File: src/rtl/pcie_tlp_pkg.sv
// Shared types and width defaults for the PCIe TLP request arbiter.
// Used by pcie_tlp_req_arb and rr_select.
package pcie_tlp_pkg;

   localparam int unsigned DEF_PORTS      = 4;
   localparam int unsigned DEF_DATA_WIDTH = 256;
   localparam int unsigned DEF_STRB_WIDTH = 8;
   localparam int unsigned DEF_HDR_WIDTH  = 128;
   localparam int unsigned CNT_WIDTH      = 16;

   typedef enum logic {
      IDLE   = 1'b0,
      LOCKED = 1'b1
   } arb_state_t;

endpackage

File: src/rtl/rr_select.sv
// Round-robin requester pick: the first asserted request strictly after
// last_grant (wrapping at PORTS) wins; the grant is one-hot.
module rr_select
   import pcie_tlp_pkg::*;
#(
   parameter int unsigned PORTS = DEF_PORTS,
   parameter int unsigned IDW   = $clog2(PORTS)
) (
   input  logic [PORTS-1:0] req,
   input  logic [IDW-1:0]   last_grant,
   output logic [PORTS-1:0] grant
);

   always_comb begin
      logic [IDW-1:0] idx;
      logic           found;
      grant = '0;
      found = 1'b0;
      idx   = last_grant;
      for (int unsigned k = 0; k < PORTS; k++) begin
         idx = (idx == IDW'(PORTS - 1)) ? '0 : idx + 1'b1;
         if (!found && req[idx]) begin
            grant[idx] = 1'b1;
            found      = 1'b1;
         end
      end
   end

endmodule

File: src/rtl/pcie_tlp_req_arb.sv
// Packet-atomic round-robin arbiter of PORTS TLP request sources onto one rx_req stream.
// Optional per-port completed-packet counters (pkt_cnt) with PCIE_TLP_ARB_PKT_CNT_EN.
module pcie_tlp_req_arb
   import pcie_tlp_pkg::*;
#(
   parameter int unsigned PORTS          = DEF_PORTS,
   parameter int unsigned TLP_DATA_WIDTH = DEF_DATA_WIDTH,
   parameter int unsigned TLP_STRB_WIDTH = DEF_STRB_WIDTH,
   parameter int unsigned TLP_HDR_WIDTH  = DEF_HDR_WIDTH
) (
   input  logic                             clk,
   input  logic                             rst,
   input  logic [PORTS*TLP_DATA_WIDTH-1:0]  s_tlp_data,
   input  logic [PORTS*TLP_STRB_WIDTH-1:0]  s_tlp_strb,
   input  logic [PORTS*TLP_HDR_WIDTH-1:0]   s_tlp_hdr,
   input  logic [PORTS-1:0]                 s_tlp_valid,
   input  logic [PORTS-1:0]                 s_tlp_sop,
   input  logic [PORTS-1:0]                 s_tlp_eop,
   output logic [PORTS-1:0]                 s_tlp_ready,
   output logic [TLP_DATA_WIDTH-1:0]        m_tlp_data,
   output logic [TLP_STRB_WIDTH-1:0]        m_tlp_strb,
   output logic [TLP_HDR_WIDTH-1:0]         m_tlp_hdr,
   output logic                             m_tlp_valid,
   output logic                             m_tlp_sop,
   output logic                             m_tlp_eop,
   input  logic                             m_tlp_ready,
   output logic [$clog2(PORTS)-1:0]         grant_id,
   output logic                             grant_active,
   output logic                             sop_err
`ifdef PCIE_TLP_ARB_PKT_CNT_EN
   ,
   output logic [PORTS*CNT_WIDTH-1:0]       pkt_cnt
`endif
);

   localparam int unsigned IDW = $clog2(PORTS);

   arb_state_t           state;
   logic [IDW-1:0]       last_grant;
   logic [IDW-1:0]       sel_id;
   logic [PORTS-1:0]     sel_onehot;
   logic                 first_beat;
   logic                 xfer;

   logic [TLP_DATA_WIDTH-1:0] data_a [PORTS];
   logic [TLP_STRB_WIDTH-1:0] strb_a [PORTS];
   logic [TLP_HDR_WIDTH-1:0]  hdr_a  [PORTS];

   for (genvar g = 0; g < PORTS; g++) begin : g_split
      assign data_a[g] = s_tlp_data[g*TLP_DATA_WIDTH +: TLP_DATA_WIDTH];
      assign strb_a[g] = s_tlp_strb[g*TLP_STRB_WIDTH +: TLP_STRB_WIDTH];
      assign hdr_a[g]  = s_tlp_hdr[g*TLP_HDR_WIDTH +: TLP_HDR_WIDTH];
   end

   rr_select #(
      .PORTS (PORTS),
      .IDW   (IDW)
   ) u_rr_select (
      .req        (s_tlp_valid),
      .last_grant (last_grant),
      .grant      (sel_onehot)
   );

   always_comb begin
      sel_id = '0;
      for (int unsigned i = 0; i < PORTS; i++) begin
         if (sel_onehot[i]) sel_id = IDW'(i);
      end
   end

   // Outputs are forced to zero while idle so the sink never sees a stale beat.
   always_comb begin
      m_tlp_data  = '0;
      m_tlp_strb  = '0;
      m_tlp_hdr   = '0;
      m_tlp_valid = 1'b0;
      m_tlp_sop   = 1'b0;
      m_tlp_eop   = 1'b0;
      s_tlp_ready = '0;
      if (state == LOCKED) begin
         m_tlp_data            = data_a[grant_id];
         m_tlp_strb            = strb_a[grant_id];
         m_tlp_hdr             = hdr_a[grant_id];
         m_tlp_valid           = s_tlp_valid[grant_id];
         m_tlp_sop             = s_tlp_sop[grant_id];
         m_tlp_eop             = s_tlp_eop[grant_id];
         s_tlp_ready[grant_id] = m_tlp_ready;
      end
   end

   assign xfer = m_tlp_valid && m_tlp_ready;

   always_ff @(posedge clk) begin
      if (rst) begin
         state        <= IDLE;
         grant_id     <= '0;
         grant_active <= 1'b0;
         last_grant   <= IDW'(PORTS - 1);
         first_beat   <= 1'b0;
         sop_err      <= 1'b0;
      end else begin
         sop_err <= 1'b0;
         if (state == IDLE) begin
            if (|s_tlp_valid) begin
               state        <= LOCKED;
               grant_id     <= sel_id;
               grant_active <= 1'b1;
               first_beat   <= 1'b1;
            end
         end else if (xfer) begin
            // sop must be set on the first beat of a grant and only there
            first_beat <= 1'b0;
            sop_err    <= first_beat ? !m_tlp_sop : m_tlp_sop;
            if (m_tlp_eop) begin
               state        <= IDLE;
               grant_active <= 1'b0;
               last_grant   <= grant_id;
            end
         end
      end
   end

`ifdef PCIE_TLP_ARB_PKT_CNT_EN
   logic [CNT_WIDTH-1:0] cnt_a [PORTS];

   always_ff @(posedge clk) begin
      if (rst) begin
         cnt_a <= '{default: '0};
      end else if (xfer && m_tlp_eop && (cnt_a[grant_id] != '1)) begin
         cnt_a[grant_id] <= cnt_a[grant_id] + 1'b1;
      end
   end

   for (genvar g = 0; g < PORTS; g++) begin : g_cnt
      assign pkt_cnt[g*CNT_WIDTH +: CNT_WIDTH] = cnt_a[g];
   end
`endif

endmodule

File: config.mk
export PLATFORM = sky130hd
export DESIGN_NAME = pcie_tlp_req_arb
export DESIGN_NICKNAME = d
export VERILOG_FILES = /design/src/rtl/pcie_tlp_pkg.sv /design/src/rtl/rr_select.sv /design/src/rtl/pcie_tlp_req_arb.sv
export SDC_FILE = /design/constraint.sdc
export NUM_CORES = 1
export LEC_CHECK = 0
export CAP_MARGIN = 20
export CORE_AREA = 2 2 778 780
export CTS_BUF_LIST = sky130_fd_sc_hd__clkbuf_4 sky130_fd_sc_hd__clkbuf_8
export CTS_CLUSTER_DIAMETER = 150
export DETAILED_ROUTE_END_ITERATION = 8
export DIE_AREA = 0 0 780 782
export GPL_TIMING_DRIVEN = 1
export HOLD_SLACK_MARGIN = 0.05
export PLACE_DENSITY_LB_ADDON = 0.3
export REMOVE_ABC_BUFFERS = 1
export SLEW_MARGIN = 15
export SYNTH_ARGS = -nofsm -noshare
export SYNTH_HDL_FRONTEND = slang
export SYNTH_SLANG_ARGS = --single-unit
File: constraint.sdc
create_clock -name clk -period 2.5 [get_ports clk]
set_input_delay 0.5 -clock clk [delete_from_list [all_inputs] [get_ports clk]]
set_output_delay 0.5 -clock clk [all_outputs]
set_load 0.05 [all_outputs]
==> metrics.md, run 1 <==
| Metric | Value |
|---|---|
| Nets@finish | `4673` |
| Die area | `0.610 mm²` |
| Layout cells sized above 1 | `0.383` |
| Worst Path Buf+Inv | `4` |
| YS warnings | `0` |
| Worst-Margin Slew | `0.572 ns` |
| Worst slew margin | `0.617` |
| CTS tree | `done` |
| Final slew viol count | `0` |
| Row cnt | `285` |
| Setup violators final | `396` |
| Syn_area_per_cell | `12.5 µm²` |
| Area delta synth->final | `270%` |
| MaxCap Viol Count | `0` |
| Met1 usage | `0.128` |
| Vias per cell | `2.04` |
| CTS Hold Bufs | `0` |
| Synth cell types | `43` |
| Final clock skew | `0.00894 ns` |
| Vias in the first global route | `22300` |
| Antenna Nets Post-Route | `2` |
| DRT Pass-1 Iters | `4` |
| Main synth FF type | `dfxtp_1` |
| CTS max path bufs | `2` |
| Cell area after synthesis | `0.0127 mm²` |
| Hold Crit Class | `reg2reg` |
| Buffers on Ports | `1985` |
| Iter 0 DRT Violations | `1625` |
| Total CTS buffers | `3` |
| Critical path class | `reg2out` |
| CTS H-tree depth | `1` |
| Latest clock arrival within the worst-skew pair | `0.24 ns` |
| CP cell instances | `buf_16, buf_16, buf_4, mux4_2, and2_1, buf_12` |
| Most frequent cells in the layout | `clkdlybuf4s50_1 (1579), mux4_2 (397), buf_4 (264)` |
| Seq/Total Area, Yosys | `0.0126` |
| Mapped Cells | `1020` |
| Number of synthesized flops with an enable pin | `0` |
| Crit-path slowest cell | `mux4_2` |
| Maximum VDD drop | `0.000140 V` |
| Sink Count | `8` |
| Commonest non-fill, non-tap cell in the layout | `clkdlybuf4s50_1` |
| Gr usage total | `0.123` |
| Outcome | `finished, violations left` |
| Clock transition at path regs | `0.05 ns` |
| Core Box Area | `0.601 mm²` |
| P per Cell Area | `342 mW/mm²` |
| First-pass GRT wire length | `443 mm` |
| Failing checks | `antenna violations, negative setup slack` |
| CP peak stage delay | `0.52 ns` |
| Asr flop ratio synth | `0` |
| CP delay by family, top | `buffers and inverters` |
| Num ports | `1986` |
| DP Wirelength | `373 mm` |
| Final period utilization | `1.12` |
| Fin worst setup slack | `-0.307 ns` |
| Tmin final | `2.81 ns` |
| Drt wl/cell | `34.8 µm` |
| Most utilized layer in the global route result | `met2` |
| Total number of vias | `23000` |
| GRT overflow | `0` |
| Post-route DRC violation count | `0` |
| Die Span X | `780 µm` |
| Pin count of the biggest net entering global routing | `58` |
| Hold_ws | `0.515 ns` |
| CP max FO | `16` |
| Final GP Congestion | `0.988` |
| WL final | `393 mm` |
| Critical Path End Type | `output pin` |
| Top cell by count, worst path | `buf_16` |
| Die span in y | `782 µm` |
| Flip-flop and latch count after synthesis | `8` |
| Lkg Pwr | `14.3 nW` |
| Met3 usage | `0.103` |
| CP required | `2.00 ns` |
| Arrival time worst endpoint | `2.31 ns` |
| Worst setup SP type | `flop` |
| GR Util met2 | `0.187` |
| Fin. Hold Viols | `0` |
| RSZ-0062 raised after global routing | `true` |
| Starting Density | `0.0212` |
| Max Clk Rate | `356 MHz` |
| Sum of negative setup slack | `-75.73 ns` |
| Initial antenna violation count | `557` |
| CTS root buf | `clkbuf_8` |
-- cells in the mapped netlist (2+ instances only) --
library cell	instances	area (µm²)
and3b_1	2	17.5
nor3_1	6	30.0
nand3_1	3	15.0
a21oi_1	6	30.0
buf_6	2	22.5
buf_1	30	113
nor2_1	11	41.3
buf_2	37	185
and2_1	397	2480
mux2i_1	2	20.0
ha_1	7	87.6
nand4_1	2	12.5
a211o_1	2	17.5
nand2b_1	4	25.0
dfxtp_1	8	160
buf_4	11	82.6
inv_1	8	30.0
nor3b_1	2	15.0
clkbuf_1	55	206
nand2_1	6	22.5
mux4_2	397	8940
-- registers in the layout, summed over array words and instances (netlist names) --
signal	cells
state	1
grant_active	1
last_grant	2
sop_err	1
first_beat	1
grant_id	2
-- metal layers --
metal  vias up  wire (µm)
met2      2401     166000
met3       964      72600
met5         -       2520
li1       8516          -
met1     10700     138000
met4       346      14500
-- stage by stage --
step	area (µm²)	total power, W	setup slack (ns)	utilization	cells
floorplan	12100	0.00698	-17.84	-	885
global placement	44600	0.0148	-0.603	0.0742	11100
detailed placement	44600	0.0148	-0.601	0.0742	11100
CTS	46300	0.0162	-0.363	0.0770	11100
global route	47000	0.0169	-0.389	0.0781	11200
finish	47200	0.0161	-0.307	0.0785	11300
-- power breakdown --
group | internal [W] | leakage (nW) | switching [W]
logic | 0.00796 | 14.2 | 0.00781
registers | 0.000142 | 0.0679 | 0.0000262
clock network | 0.000123 | 0.0272 | 0.0000660
-- repair_timing --
item / CTS / global route
gates resized for setup: 269 / 106
pin swaps: 17 / 5
setup buffers: 34 / 14
gates cloned: 13 / 4
endpoints found under the hold margin: 0 / 0
setup endpoints to repair: 398 / 397
-- final timing paths --
kind / slack, ns / end / startpoint / depth (start not counted)
hold reg to reg: 0.52 / first_beat / first_beat / 2
hold / removal: 0.52 / first_beat / first_beat / 2
setup reg to reg: -0.03 / last_grant[0] / grant_id[0] / 9
setup / recovery: -0.31 / m_tlp_strb[3] / grant_id[0] / 6
-- kinds of logic (layout without fill, tap and decap cells) --
family,Yosys count,count (layout),synth area share
simple gates,436,436,0.211
mux,400,400,0.704
buf+inv,143,2205,0.0501
compound gates,24,24,0.0146
flops,8,8,0.0126
fa+ha+maj,7,7,0.00687
xor+xnor,2,2,0.00137
other cells,0,156,0
-- layout make-up --
class                           count  area [µm²]
Multi-Input combinational cell    869       12300
Clock buffer                        4        48.8
Timing Repair Buffer             2193       24100
Inverter                            8        33.8
Tap cell                         8036       10100
Sequential cell                     8         171
Antenna cell                      156         390
Fill cell                       70300      554000
-- worst register-to-register path: cells and delay by family, from the launching register on --
kind / cells / cell delay, ns
AO/OA/AOI/OAI: 1 / 0.29
AND/OR/NAND/NOR: 2 / 0.25
multiplexers: 1 / 0.63
flip-flops: 1 / 0.41
buffers and inverters: 5 / 0.82
No activity file was read; power rests on OpenSTA's default activity.
==> run 2, diff against run 1 <==
- CORE_AREA: 2 2 778 780 -> 2 2 780 782
- DIE_AREA: 0 0 780 782 -> 0 0 782 784
- GPL_ROUTABILITY_DRIVEN: not set -> 0
- SYNTH_HIERARCHICAL: not set -> 1
==> run 2 against run 1 <==
  * The run ends with negative setup slack left
  * Sequential power fell by 4%
  * Non-clock buffer count fell by 13
  * Critical path depth rose by 1
  * Clock skew down 0.0074 ns
  * Core utilization fell by 0.24 points
  * Setup slack worse by 0.0029 ns
  * Count of clock-buffer cells in the layout is the same
  * Critical path type unchanged
  * Largest cell class unchanged
==> metrics.md, run 2 <==
| Metric | Value |
|---|---|
| Fin worst setup slack | `-0.310 ns` |
| Clock transition at path regs | `0.05 ns` |
| Non-Filler Instances | `11200` |
| Met1 usage | `0.127` |
| Failing checks | `negative setup slack` |
| Buffers on Ports | `1985` |
| WL final | `364 mm` |
| Nets@finish | `4643` |
| Post-route DRC violation count | `0` |
| Switch share | `0.503` |
| Final period utilization | `1.12` |
| Total CTS buffers | `3` |
| CP required | `2.00 ns` |
| DP Wirelength | `348 mm` |
| Commonest non-fill, non-tap cell in the layout | `clkdlybuf4s50_1` |
| Seq pwr share | `0.011` |
| Combinational power share | `0.977` |
| Die area | `0.613 mm²` |
| Antenna Nets Post-Route | `0` |
| Critical Path End Type | `output pin` |
| Die span in y | `784 µm` |
| Layout cells sized above 1 | `0.365` |
| Fin. Hold Viols | `0` |
| Latest clock arrival within the worst-skew pair | `0.23 ns` |
| Outcome | `finished, violations left` |
| CP delay by family, top | `buffers and inverters` |
| Drt wl/cell | `32.4 µm` |
| Worst-Margin Slew | `0.560 ns` |
| First-pass GRT wire length | `412 mm` |
| Pin count of the biggest net entering global routing | `67` |
| Critical path class | `reg2out` |
| CTS root buf | `clkbuf_8` |
| Worst slew margin | `0.626` |
| Vias per cell | `2.05` |
| Dpl cells | `11100` |
| Lkg Pwr | `13.8 nW` |
| Worst setup SP type | `flop` |
| Internal power | `0.00740 W` |
| DRT Pass-1 Iters | `5` |
| Place WS | `-0.718 ns` |
| YS warnings | `6` |
| Row cnt | `286` |
| Tmin final | `2.81 ns` |
| Maximum VDD drop | `0.000126 V` |
| Total number of vias | `23100` |
| Die Span X | `782 µm` |
| Max Clk Rate | `356 MHz` |
| Met3 usage | `0.0705` |
| Iter 0 DRT Violations | `2075` |
| Syn_area_per_cell | `12.7 µm²` |
| Most utilized layer in the global route result | `met2` |
| Most frequent cells in the layout | `clkdlybuf4s50_1 (1578), mux4_2 (397), buf_4 (334)` |
| Starting Density | `0.0211` |
| Mapped Cells | `1003` |
| GRT overflow | `0` |
| Initial antenna violation count | `489` |
| Vias in the first global route | `21500` |
| RSZ-0062 raised after global routing | `true` |
| CTS H-tree depth | `1` |
| Setup violators final | `388` |
| Sink Count | `8` |
| Final clock skew | `0.00157 ns` |
| CP max FO | `9` |
| Psw | `0.00750 W` |
| Core Box Area | `0.605 mm²` |
| Final slew viol count | `0` |
| CP peak stage delay | `0.56 ns` |
| Arrival time worst endpoint | `2.31 ns` |
| GR Util met2 | `0.180` |
| Crit-path slowest cell | `mux4_2` |
| Area delta synth->final | `260%` |
| CTS tree | `done` |
| Area after DPL | `0.0444 mm²` |
| CTS max path bufs | `2` |
| Cell area after synthesis | `0.0128 mm²` |
| Worst Path Buf+Inv | `5` |
| P per Cell Area | `324 mW/mm²` |
| Fin area | `0.0460 mm²` |
| Hold Crit Class | `reg2reg` |
| MaxCap Viol Count | `0` |
| Hold_ws | `0.483 ns` |
| CP cell instances | `buf_16, buf_16, buf_12, buf_12, mux4_2, and2_4, buf_6` |
| Clk pwr share | `0.012` |
| Gr usage total | `0.113` |
| Num ports | `1986` |
| Sum of negative setup slack | `-59.28 ns` |
| CTS Hold Bufs | `0` |
| Biggest regs | `grant_id x2, last_grant x2` |
## run 2: layer usage
metal | up-vias | wire, µm | share of wire
met5 | - | 1580 | 0.0043
met4 | 208 | 12300 | 0.034
met3 | 890 | 53000 | 0.15
met2 | 2272 | 161000 | 0.44
met1 | 11300 | 136000 | 0.37
li1 | 8392 | - | -
## run 2: timing repair
item,4_1_cts,5_1_grt
gates resized for setup,148,96
cloned,4,1
hold endpoints to repair,0,0
setup endpoints to repair,389,390
buffers inserted,20,10
pin swaps,2,8
## run 2: path summary, 6_finish.rpt
path / startpoint / to / slack, ns / cells past startpoint
worst max-delay path: grant_id[0] / m_tlp_data[141] / -0.31 / 7
worst min-delay path: grant_active / grant_active / 0.48 / 2
worst max register to register: last_grant[0] / grant_id[0] / -0.02 / 9
worst min register to register: grant_active / grant_active / 0.48 / 2
## run 2: layout make-up
| type | count | area [µm²] |
|---|---|---|
| Tap cell | 8064 | 10100 |
| Fill cell | 70600 | 559000 |
| Sequential cell | 8 | 173 |
| Inverter | 6 | 22.5 |
| Multi-Input combinational cell | 854 | 12200 |
| Clock buffer | 4 | 48.8 |
| Antenna cell | 118 | 295 |
| Timing Repair Buffer | 2180 | 23200 |
## run 2: power groups by stage
stage          Sequential [W]  Combinational, W  Clock [W]
3_3_place_gp         0.000162            0.0140          0
4_1_cts              0.000162            0.0145   0.000193
2_1_floorplan        0.000699           0.00663          0
6_report             0.000162            0.0146   0.000182
3_5_place_dp         0.000162            0.0140          0
5_1_grt              0.000164            0.0151   0.000200
## run 2: worst min-delay path, cell delays in order (launching register included)
cell and delay, ns:
dfxtp_1 0.31, nand2b_1 0.07, o22ai_1 0.05
## run 2: stage by stage
step / utilization / total power (W)
2_1_floorplan: - / 0.00733
3_3_place_gp: 0.0735 / 0.0142
3_5_place_dp: 0.0735 / 0.0141
4_1_cts: 0.0749 / 0.0148
5_1_grt: 0.0757 / 0.0154
6_report: 0.0761 / 0.0149
